### src/rtl/uart_pkg.sv
// +----------------------------------------------------------------------------+
// | Module      : uart_pkg                                                     |
// | Description : Shared types and helpers for the oversampling UART receiver: |
// |               receiver state encoding, baud divider computation and the    |
// |               three mid-bit sample tick indices derived from OVERSAMPLE.   |
// | Ports       : none (package)                                               |
// | Revision    : 1.0 - initial release                                        |
// +----------------------------------------------------------------------------+
`default_nettype none

package uart_pkg;

  // Number of data bits per frame.
  localparam int DATA_BITS = 8;

  // Receiver states, explicitly 3 bits wide.
  typedef enum logic [2:0] {
    ST_IDLE   = 3'd0,
    ST_START  = 3'd1,
    ST_DATA   = 3'd2,
    ST_PARITY = 3'd3,
    ST_STOP   = 3'd4
  } rx_state_t;

  // Clocks per sample tick. Integer division may round to zero when the
  // clock is too slow for the requested rate; a divider of one is used then.
  function automatic int calc_div(input int clk_freq, input int baud, input int os);
    int d;
    d = clk_freq / (baud * os);
    return (d < 1) ? 1 : d;
  endfunction

  // Tick indices (0-based within a bit) of the three majority-vote samples.
  function automatic int smp_lo(input int os);
    return os / 2 - 1;
  endfunction

  function automatic int smp_mid(input int os);
    return os / 2;
  endfunction

  function automatic int smp_hi(input int os);
    return os / 2 + 1;
  endfunction

endpackage

`default_nettype wire

### src/rtl/uart_baud_tick.sv
// +----------------------------------------------------------------------------+
// | Module      : uart_baud_tick                                               |
// | Description : Sample tick generator. Emits a one-clk tick every DIV clks.  |
// |               A restart pulse clears the divider so the first tick after   |
// |               it lands DIV clks later, aligning ticks to a start edge.     |
// | Ports       : clk     - clock, rising edge                                 |
// |               rst     - synchronous active-low reset                       |
// |               restart - clear the divider phase                            |
// |               tick    - one-clk sample tick                                |
// | Revision    : 1.0 - initial release                                        |
// +----------------------------------------------------------------------------+
`default_nettype none

module uart_baud_tick #(
  parameter int DIV = 1
) (
  input  logic clk,
  input  logic rst,
  input  logic restart,
  output logic tick
);

  localparam int CNT_W = (DIV > 1) ? $clog2(DIV) : 1;

  logic [CNT_W-1:0] r_cnt;
  logic             r_tick;

  always_ff @(posedge clk) begin
    if (!rst) begin
      r_cnt  <= '0;
      r_tick <= 1'b0;
    end else if (restart) begin
      r_cnt  <= '0;
      r_tick <= 1'b0;
    end else if (r_cnt == CNT_W'(DIV - 1)) begin
      r_cnt  <= '0;
      r_tick <= 1'b1;
    end else begin
      r_cnt  <= r_cnt + 1'b1;
      r_tick <= 1'b0;
    end
  end

  assign tick = r_tick;

endmodule

`default_nettype wire

### src/rtl/uart_rx_os.sv
// +----------------------------------------------------------------------------+
// | Module      : uart_rx_os                                                   |
// | Description : Oversampling UART receiver, 8 data bits LSB first, one stop  |
// |               bit, optional even parity. Each bit is decided by a 2-of-3   |
// |               majority of samples taken around mid-bit.                    |
// | Config      : define UART_RX_PARITY_EN to receive 8E1 frames; without it   |
// |               frames are 8N1 and parity_err is constant 0.                 |
// | Ports       : clk        - clock, rising edge                              |
// |               rst        - synchronous active-low reset                    |
// |               rx         - asynchronous serial line, idle high             |
// |               rxdata     - last received byte                              |
// |               done       - one-clk pulse when a frame completes            |
// |               frame_err  - stop bit sampled low (valid with done)          |
// |               parity_err - parity mismatch (valid with done)               |
// |               busy       - receiver is not idle                            |
// | Revision    : 1.0 - initial release                                        |
// +----------------------------------------------------------------------------+
`default_nettype none

module uart_rx_os
  import uart_pkg::*;
#(
  parameter int CLK_FREQ   = 1000000,
  parameter int BAUD_RATE  = 9600,
  parameter int OVERSAMPLE = 16
) (
  input  logic       clk,
  input  logic       rst,
  input  logic       rx,
  output logic [7:0] rxdata,
  output logic       done,
  output logic       frame_err,
  output logic       parity_err,
  output logic       busy
);

  localparam int DIV     = calc_div(CLK_FREQ, BAUD_RATE, OVERSAMPLE);
  localparam int CNT_W   = $clog2(OVERSAMPLE);
  localparam int SMP_LO  = smp_lo(OVERSAMPLE);
  localparam int SMP_MID = smp_mid(OVERSAMPLE);
  localparam int SMP_HI  = smp_hi(OVERSAMPLE);

  if ((OVERSAMPLE < 8) || (OVERSAMPLE > 32) || (OVERSAMPLE % 2 != 0)) begin : g_bad_oversample
    $error("uart_rx_os: OVERSAMPLE must be an even value in 8..32");
  end

  // Line synchronizer and edge detection
  logic       r_sync1;
  logic       r_sync2;
  logic       r_rx_prev;
  logic [1:0] r_settle;
  logic       w_fall;

  // The synchronizer flops come out of reset preset high, so for the first
  // few clks they do not reflect the line. Edges are only honoured once both
  // r_sync2 and r_rx_prev hold genuine line samples; this keeps a line that
  // is already low at reset release from looking like a start edge.
  assign w_fall = (r_settle == 2'd3) && r_rx_prev && !r_sync2;

  // FSM and datapath
  rx_state_t        r_state;
  rx_state_t        w_state_nxt;
  logic             w_tick;
  logic             w_restart;
  logic [CNT_W-1:0] r_smp_cnt;
  logic [1:0]       r_votes;
  logic             w_maj;
  logic             w_decide;
  logic             w_bit_end;
  logic             w_frame_done;
  logic [2:0]       r_bit_idx;
  logic [7:0]       r_shift;
  logic [7:0]       r_rxdata;
  logic             r_done;
  logic             r_frame_err;

  assign w_restart = (r_state == ST_IDLE) && w_fall;
  assign w_decide  = w_tick && (r_smp_cnt == CNT_W'(SMP_HI));
  assign w_bit_end = w_tick && (r_smp_cnt == CNT_W'(OVERSAMPLE - 1));

  // 2-of-3 vote: two stored samples plus the live one at the last sample tick.
  assign w_maj = (r_votes[0] & r_votes[1]) |
                 (r_votes[0] & r_sync2)    |
                 (r_votes[1] & r_sync2);

  uart_baud_tick #(
    .DIV (DIV)
  ) u_baud_tick (
    .clk     (clk),
    .rst     (rst),
    .restart (w_restart),
    .tick    (w_tick)
  );

  always_ff @(posedge clk) begin
    if (!rst) begin
      r_state <= ST_IDLE;
    end else begin
      r_state <= w_state_nxt;
    end
  end

  always_comb begin
    w_state_nxt  = r_state;
    w_frame_done = 1'b0;
    case (r_state)
      ST_IDLE: begin
        if (w_fall) begin
          w_state_nxt = ST_START;
        end
      end
      ST_START: begin
        // A start bit that votes high was a glitch: drop it silently.
        if (w_decide && w_maj) begin
          w_state_nxt = ST_IDLE;
        end else if (w_bit_end) begin
          w_state_nxt = ST_DATA;
        end
      end
      ST_DATA: begin
        if (w_bit_end && (r_bit_idx == 3'd7)) begin
`ifdef UART_RX_PARITY_EN
          w_state_nxt = ST_PARITY;
`else
          w_state_nxt = ST_STOP;
`endif
        end
      end
      ST_PARITY: begin
        if (w_bit_end) begin
          w_state_nxt = ST_STOP;
        end
      end
      ST_STOP: begin
        // Leave at mid-stop so a start bit immediately following the stop
        // bit finds the receiver already idle.
        if (w_decide) begin
          w_state_nxt  = ST_IDLE;
          w_frame_done = 1'b1;
        end
      end
      default: begin
        w_state_nxt = ST_IDLE;
      end
    endcase
  end

  always_ff @(posedge clk) begin
    if (!rst) begin
      r_sync1     <= 1'b1;
      r_sync2     <= 1'b1;
      r_rx_prev   <= 1'b1;
      r_settle    <= 2'd0;
      r_smp_cnt   <= '0;
      r_votes     <= 2'b00;
      r_bit_idx   <= 3'd0;
      r_shift     <= 8'h00;
      r_rxdata    <= 8'h00;
      r_done      <= 1'b0;
      r_frame_err <= 1'b0;
    end else begin
      r_sync1   <= rx;
      r_sync2   <= r_sync1;
      r_rx_prev <= r_sync2;
      if (r_settle != 2'd3) begin
        r_settle <= r_settle + 2'd1;
      end

      if (w_restart) begin
        r_smp_cnt <= '0;
      end else if (w_tick && (r_state != ST_IDLE)) begin
        if (r_smp_cnt == CNT_W'(OVERSAMPLE - 1)) begin
          r_smp_cnt <= '0;
        end else begin
          r_smp_cnt <= r_smp_cnt + 1'b1;
        end
      end

      if (w_tick && (r_smp_cnt == CNT_W'(SMP_LO))) begin
        r_votes[0] <= r_sync2;
      end
      if (w_tick && (r_smp_cnt == CNT_W'(SMP_MID))) begin
        r_votes[1] <= r_sync2;
      end

      if ((r_state == ST_DATA) && w_decide) begin
        r_shift <= {w_maj, r_shift[7:1]};
      end

      if (w_restart) begin
        r_bit_idx <= 3'd0;
      end else if ((r_state == ST_DATA) && w_bit_end) begin
        r_bit_idx <= r_bit_idx + 3'd1;
      end

      r_done <= w_frame_done;
      if (w_frame_done) begin
        r_rxdata    <= r_shift;
        r_frame_err <= ~w_maj;
      end
    end
  end

`ifdef UART_RX_PARITY_EN
  logic r_par_bit;
  logic r_parity_err;

  always_ff @(posedge clk) begin
    if (!rst) begin
      r_par_bit    <= 1'b0;
      r_parity_err <= 1'b0;
    end else begin
      if ((r_state == ST_PARITY) && w_decide) begin
        r_par_bit <= w_maj;
      end
      // Even parity: the data bits plus parity bit must hold an even count of ones.
      if (w_frame_done) begin
        r_parity_err <= (^r_shift) ^ r_par_bit;
      end
    end
  end

  assign parity_err = r_parity_err;
`else
  assign parity_err = 1'b0;
`endif

  assign rxdata    = r_rxdata;
  assign done      = r_done;
  assign frame_err = r_frame_err;
  assign busy      = (r_state != ST_IDLE);

endmodule

`default_nettype wire
### config.mk
export PLATFORM = sky130hd
export DESIGN_NAME = uart_rx_os
export DESIGN_NICKNAME = d
export VERILOG_FILES = /design/src/rtl/uart_pkg.sv /design/src/rtl/uart_baud_tick.sv /design/src/rtl/uart_rx_os.sv
export SDC_FILE = /design/constraint.sdc
export NUM_CORES = 1
export LEC_CHECK = 0
export ABC_AREA = 1
export CAP_MARGIN = 25
export CORE_ASPECT_RATIO = 1.5
export CORE_MARGIN = 4
export CORE_UTILIZATION = 45
export CTS_CLUSTER_DIAMETER = 120
export DETAILED_ROUTE_END_ITERATION = 16
export SYNTH_ARGS = -nofsm -noshare
export SYNTH_HDL_FRONTEND = slang
export SYNTH_HIERARCHICAL = 1
export SYNTH_SLANG_ARGS = --single-unit
### constraint.sdc
create_clock -name clk -period 3.1 [get_ports clk]
set_input_delay 0.775 -clock clk [delete_from_list [all_inputs] [get_ports clk]]
set_output_delay 0.775 -clock clk [all_outputs]
set_load 0.1 [all_outputs]
# Word-level counts from Yosys, hierarchy flattened
# Cells that the tools add are included.
[word_totals]
register_bits = 39
in_bits = 3
out_inout_bits = 12
wordCells = 72
[op_classes]
addsub = 4
eq_ne = 17
n_mux = 11
bitwise_logic = 7
n_reduce_logical = 18
[ops]
columns = ["op", "n"]
rows = [
  ["3-bit two-way mux", 6],
  ["3-bit case mux with 5 select lines", 1],
  ["4-bit == test (second input constant)", 3],
  ["1-bit logical AND", 12],
  ["2-bit inequality test (second input constant)", 5],
  ["3-bit == test (second input constant)", 3],
  ["3-bit by 1-bit adder with 3-bit output (second input constant)", 2],
  ["3-bit by 2-bit == test with 1-bit output (second input constant)", 2],
  ["5-bit AND reduction", 1],
  ["4-bit by 1-bit adder with 4-bit output (second input constant)", 1],
  ["4-bit by 3-bit == test with 1-bit output (second input constant)", 1],
  ["4-bit two-way mux", 1],
  ["1-bit AND", 3],
  ["3-bit by 1-bit == test with 1-bit output (second input constant)", 1],
  ["3-bit logical NOT", 1],
  ["1-bit two-way mux", 3],
  ["3-bit inequality test (second input constant)", 1],
  ["3-bit nonzero test", 1],
  ["3-bit OR reduction", 1],
  ["2-bit by 1-bit adder with 2-bit output (second input constant)", 1],
  ["2-bit == test (second input constant)", 1],
  ["1-bit inverter", 2],
  ["1-bit bitwise OR", 2],
  ["2-bit OR reduction", 1],
  ["1-bit logical NOT", 1],
]

# Logic depth before layout (Yosys ltp)
# Gate-level depths: netlist of run 1.
[logic_depth]
depth_word = 6
mapped_depth = 10
ltp_nobuf = 10

# Hierarchy
# The synthesis of run 1 kept the hierarchy.
[modules_own_cells]
columns = ["module", "instances", "cells_each", "area_per_inst_um2"]
rows = [
  ["uart_rx_os", 1, 196, 1503.9],
  ["uart_baud_tick", 1, 20, 161.4],
]

# Worst setup path after synthesis of run 1
# OpenSTA, ideal clock, no wires.
[synth_path]
path_kind = "register to register"
start = "reg r_state[1]"
end = "reg r_smp_cnt[3]"
setup_time_ns = 0.117
arrival_time_ns = 1.797
setup_slack_ns = 1.186
path_stages_with_launch = 8
n_path_buf = 0
synth_period_minus_slack_ns = 1.914
path_cell_list = "dfxtp_1 nor2_2 nand2_1 nand2_1 inv_1 nand4_1 o21ai_0 nor2_1"
[synth_via]
word_cells_on_any_way = 5
[synth_lines]
columns = ["element", "line", "source"]
rows = [
  ["start: declaration", "uart_rx_os.sv:61", "rx_state_t r_state;"],
  ["start signal: assignment", "uart_rx_os.sv:99", "r_state <= w_state_nxt;"],
  ["3-bit nonzero test", "n/a", ""],
  ["named net busy", "uart_rx_os.sv:34", "output logic busy"],
  ["1-bit logical AND", "uart_rx_os.sv:171", "end else if (w_tick && (r_state != ST_IDLE)) begin"],
  ["end signal: assignment", "uart_rx_os.sv:175", "r_smp_cnt <= r_smp_cnt + 1'b1;"],
  ["end: declaration", "uart_rx_os.sv:65", "logic [CNT_W-1:0] r_smp_cnt;"],
]
# The timed path passes the listed nets, and every way through them passes these cells.
# A chain may end at the register's enable or synchronous reset.

# Final worst setup path of run 1
[layout_path]
start = "reg r_state[1]"
end = "out busy"
[layout_via]
elab_chain_cells = 1
[layout_lines]
columns = ["element", "line", "source"]
rows = [
  ["3-bit nonzero test", "uart_rx_os.sv:231", "assign busy = (r_state != ST_IDLE);"],
  ["end: declaration", "uart_rx_os.sv:34", ""],
]
# Every way passes these cells.

==> results of run 1 <==
[final cells by class]
cell class                      instances  area [µm²]
Fill cell                             350        1600
Sequential cell                        39         781
Multi-Input combinational cell        145         749
Timing Repair Buffer                   14         110
Inverter                               28         105
Clock buffer                            7        76.3
Tap cell                               42        52.6
Clock inverter                          1        5.00
[registers in the layout (all words and copies together), names as in the netlist, 2 cells and up]
register,count
r_votes,2
u_baud_tick/r_cnt,3
r_settle,2
r_bit_idx,3
r_state,3
rxdata,8
r_shift,8
r_smp_cnt,4
[cells by family after synthesis]
| group | Yosys count |
|---|---|
| adders and majority gates | 8 |
| DFF | 39 |
| other | 1 |
| buffers and inverters | 32 |
| AOI/OAI and AO/OA | 39 |
| and+or+nand+nor | 97 |
[critical path: stages, from the launching register on]
cell and delay [ps]:
dfxtp_1 390, nor2_2 70, nand2_1 130, buf_4 320
[metal layers]
layer / GRT usage / wire, µm
met1: 0.170 / 1390
met2: 0.288 / 1630
met3: 0.0482 / 94
met4: 0.0696 / 40
met5: 0 / 0
[through the flow]
step                cell area [µm²]  hold slack, ps  setup slack [ps]
finish                         1880             418              1130
global route                   1880             460              1040
global placement               1800             400               961
CTS                            1880             422              1100
floorplan                      1670             393              1190
detailed placement             1800             399               873
[synthesized netlist by cell type]
master / count / area share
clkbuf_1: 1 / 0.0023
nor2_1: 49 / 0.11
buf_4: 2 / 0.0090
dfxtp_1: 39 / 0.47
a211oi_1: 1 / 0.0045
or2_2: 2 / 0.0075
o21ai_0: 27 / 0.081
ha_1: 8 / 0.060
inv_2: 3 / 0.0068
nand2_2: 4 / 0.015
nor3_1: 2 / 0.0060
nand4_1: 3 / 0.011
a21oi_1: 11 / 0.033
nand4_4: 1 / 0.013
nor2_2: 4 / 0.015
nand4_2: 1 / 0.0075
nand2_1: 23 / 0.052
conb_1: 1 / 0.0023
nand3_1: 6 / 0.018
buf_6: 1 / 0.0068
nor2_4: 2 / 0.014
inv_1: 25 / 0.056
[power by group]
group / switching, mW / internal (mW)
sequential: 0.0220 / 0.527
clock: 0.163 / 0.158
combinational: 0.242 / 0.0976
[worst max path at each step]
| stage | start | to | slack (ps) | cells after the start |
|---|---|---|---|---|
| floorplan | r_state[1] | r_smp_cnt[3] | 1190 | 7 |
| global placement | rst | r_smp_cnt[0] | 960 | 6 |
| detailed placement | rst | r_smp_cnt[0] | 870 | 6 |
| CTS | r_state[1] | busy | 1100 | 3 |
| global route | r_state[1] | busy | 1040 | 3 |
| finish | r_state[1] | busy | 1130 | 3 |
==> impl_results.md, run 1 <==
* # diodes at 0
* Commonest non-fill, non-tap cell in the layout: nor2_1
* Arrival time worst endpoint at roughly 1200 ps
* Mapped Area at 1670 µm²
* Iteration-0 DRC count of the detailed router at a little under 80
* Pwr/cell area at around 640 nW/µm²
* Die Height at between 80 and 90 µm
* Drt via density at roughly 5
* CTS tree: built
* Lkg Pwr at 0.892 nW
* Post-CTS setup buffer count at 0
* R2r setup slk at approximately 1500 ps
* Detail Route Antenna Nets at 0
* Max-slew violation count at 0
* Fmax at around 510 MHz
* # rows at 26
* Post-CTS Hold Buffers at 0
* Syn. warnings at 6
* Total core area at about 3500 µm²
* Area Overhead vs Synth at 12.8%
* Status: finished clean
* Hold Path Origin: r_sync1
* Root buf cell: clkbuf_8
* Global-route wire length before repair at approximately 6 mm
* Crit path required time at between 2000 and 2500 ps
* Num CTS Buffers at 5
* First-pass DRT Iterations at 4
* Register bit total from synthesis at 39
* Crit Path Class: reg2out
* Syn_area_per_cell at 7.71 µm²
* Reg2Reg Depth at 7
* Nets@finish at 244
* Netlist cell types at 22
* Worst Setup Start Kind: register
* CP max FO at 4
* Reg-to-Reg End: rxdata[7]
* Final setup vio count at 0
* Hold worst-path end: r_sync2
* Post_cts resized at 0
* # port buffers at 13
* Crit share post-route at 0.635
* Worst hold path class: reg2reg
* Syn_nets at 227
* DIE WIDTH at about 58 µm
* Max VDD drop at between 0.0005 and 0.0006 V
* Hold Path Stages at 1
* TNS Setup at 0 ps
* Cells after Synth at around 220
* Post-Layout Cell Count at 276
* Total congestion overflow at 0
* Largest net degree at the start of global routing at 26
* Final WL at about 3.2 mm
* H-tree depth at 2
* Post-Place Cells at between 200 and 300
* Share of cells above drive strength 1 at 0.150
* # clock sinks at 39
* Final Hold Vio Count at 0
* Minimum clock period at just under 2000 ps
* Vias in the first global route at ~1,400
* Clock skew at 4.22 ps
* Max Cap Violations at 0
* DPL Wire Length at ~2.4 mm
* Total Power at about 1.2 mW
* Clock Tree Buf Depth at 2
* Gr usage total at 0.160
* Synth Area in Adders at 0.0601
* Post-synthesis simple-gate area fraction at 0.269
* Clock Latency Late Sink at around 280 ps
* Register area share after synthesis at 0.469
* I/O pins at 15
* Die area at between 4000 and 5000 µm²
* RSZ-0062 raised after global routing: false
* Starting density of the core at 0.478
* Compound-Gate Fraction of Synth Area at 0.119
* Antenna violations before repair at 0
* Main combinational cell family by area after synthesis: simple AND/OR/NAND/NOR gates
* Wire length per cell after detailed routing at around 11 µm
* Clock transition at path regs at around 70 ps
* Post-route DRC at 0
* Post-synthesis xor/xnor area fraction at 0
* Post-Route Utilization at 0.540
* RR Startpoint: r_smp_cnt[1]
* Routability congestion estimate from global placement at between 0.8 and 0.9
* Setup crit end kind: output pin
* Mux contribution to synthesized area at 0
* Most frequent cells in the layout: nor2_1, dfxtp_1, o21ai_0
* Vias at about 1,400
(Power assumes the default switching activity.)
==> run 2: changes to the inputs <==
- clock period: 3.1 -> 1.9 ns (I/O delays scaled with it)
==> impl_results.md, run 2 (synthesized netlist as in run 1, its figures left out) <==
* FILL cells at 313
* Routability congestion estimate from global placement at 0.856
* Commonest non-fill, non-tap cell in the layout: nor2_1
* Largest net degree at the start of global routing at 22
* Most frequent cells in the layout: nor2_1, dfxtp_1, o21ai_0
* RSZ-0062 raised after global routing: false
* Antenna violations before repair at 0
* Minimum clock period at about 1600 ps
* Reg2Reg Depth at 7
* R2r setup slk at about 380 ps
* Area Overhead vs Synth at 24.1%
* Lkg Pwr at between 0.9 and 1 nW
* Clock skew at approximately 11 ps
* Max-slew violation count at 0
* Max VDD drop at between 0.001 and 0.0015 V
* First-pass DRT Iterations at 4
* # clock sinks at 39
* Crit share post-route at 0.837
* Crit path max-delay cell type: dfxtp_1
* Num CTS Buffers at 5
* Post_cts resized at 0
* # diodes at 0
* Post-CTS setup buffer count at 0
* Crit path required time at ~1400 ps
* Post-route DRC at 0
* CP max FO at 4
* Global-route wire length before repair at around 6.0 mm
* Iteration-0 DRC count of the detailed router at 30
* RR Startpoint: r_smp_cnt[1]
* CP max stage delay at 350 ps
* # port buffers at 13
* Clock Tree Buf Depth at 2
* Status: finished clean
* Worst hold path class: reg2reg
* TNS Setup at 0 ps
* Max Cap Violations at 0
* Final setup vio count at 0
* Final Hold Vio Count at 0
* Nets@finish at about 250
* Final WL at 3.22 mm
* Crit path from: r_state[1]
* DIE WIDTH at 57.7 µm
* Total core area at 3480 µm²
* Fmax at between 600 and 700 MHz
* Clock Latency Late Sink at about 290 ps
* DPL Wire Length at between 2 and 2.5 mm
* Total congestion overflow at 0
* CP Cell Sequence: nor2_2 -> nand2_2 -> buf_12
* Setup crit end kind: output pin
* Crit Path Class: reg2out
* Share of cells above drive strength 1 at 0.166
* Hold Path Stages at 1
* Drt via density at about 4.9
* Vias in the first global route at 1,427
* Wire length per cell after detailed routing at roughly 12 µm
* Pwr/cell area at between 1000 and 1500 nW/µm²
* # rows at 26
* Total Power at approximately 2.3 mW
* Hold worst-path end: r_sync2
* I/O pins at 15
* Detail Route Antenna Nets at 0
* Worst Setup Start Kind: register
* Die area at 4760 µm²
* Root buf cell: clkbuf_8
* Starting density of the core at 0.478
* Vias at 1,366
* Hold Path Origin: r_sync1
* Post-CTS Hold Buffers at 0
* Arrival time worst endpoint at around 1100 ps
* CTS tree: built
* Gr usage total at 0.163
* Clock transition at path regs at about 80 ps
* H-tree depth at 2
* Die Height at slightly above 80 µm
* Reg-to-Reg End: r_shift[2]
==> run 2: worst max path at each step <==
stage,endpoint,slack (ps),cells after the start
3_3_place_gp,r_smp_cnt[0],200,5
3_5_place_dp,r_bit_idx[0],170,5
6_report,busy,310,3
4_1_cts,busy,290,3
5_1_grt,busy,240,3
2_1_floorplan,r_smp_cnt[3],340,7
==> run 2: critical path: cells and delay by family (launching register included) <==
kind | cells | cell delay (ps)
flops | 1 | 350
buf+inv | 1 | 180
simple gates | 2 | 290
==> run 2: layer usage <==
metal,global-route usage,part of all wire,vias up
met4,0.0742,0.025,0
met1,0.177,0.42,619
met3,0.0467,0.029,8
met2,0.288,0.52,22
li1,-,-,717
met5,0,0,-
==> run 2: cell type report <==
cell class	count	area, µm²	share of cell area
sequential	39	781	0.378
multi-input combinational	145	752	0.364
timing repair buffer	15	255	0.123
inverter	28	105	0.0508
clock buffer	6	82.6	0.0400
tap	42	52.6	0.0254
clock inverter	2	38.8	0.0188
==> run 2: power breakdown <==
part           internal [mW]  switching, mW
logic                  0.212          0.416
clock network          0.432          0.293
registers              0.860         0.0375
total                   1.50          0.746
==> run 2: stage by stage <==
step           hold slack (ps)  area, µm²   util  setup WS (ps)  cells
2_1_floorplan              393       1670      -            336    216
3_3_place_gp               399       1950  0.559            202    269
3_5_place_dp               408       1950  0.559            166    269
4_1_cts                    428       2070  0.594            292    277
5_1_grt                    449       2070  0.594            239    277
6_report                   428       2070  0.594            309    277
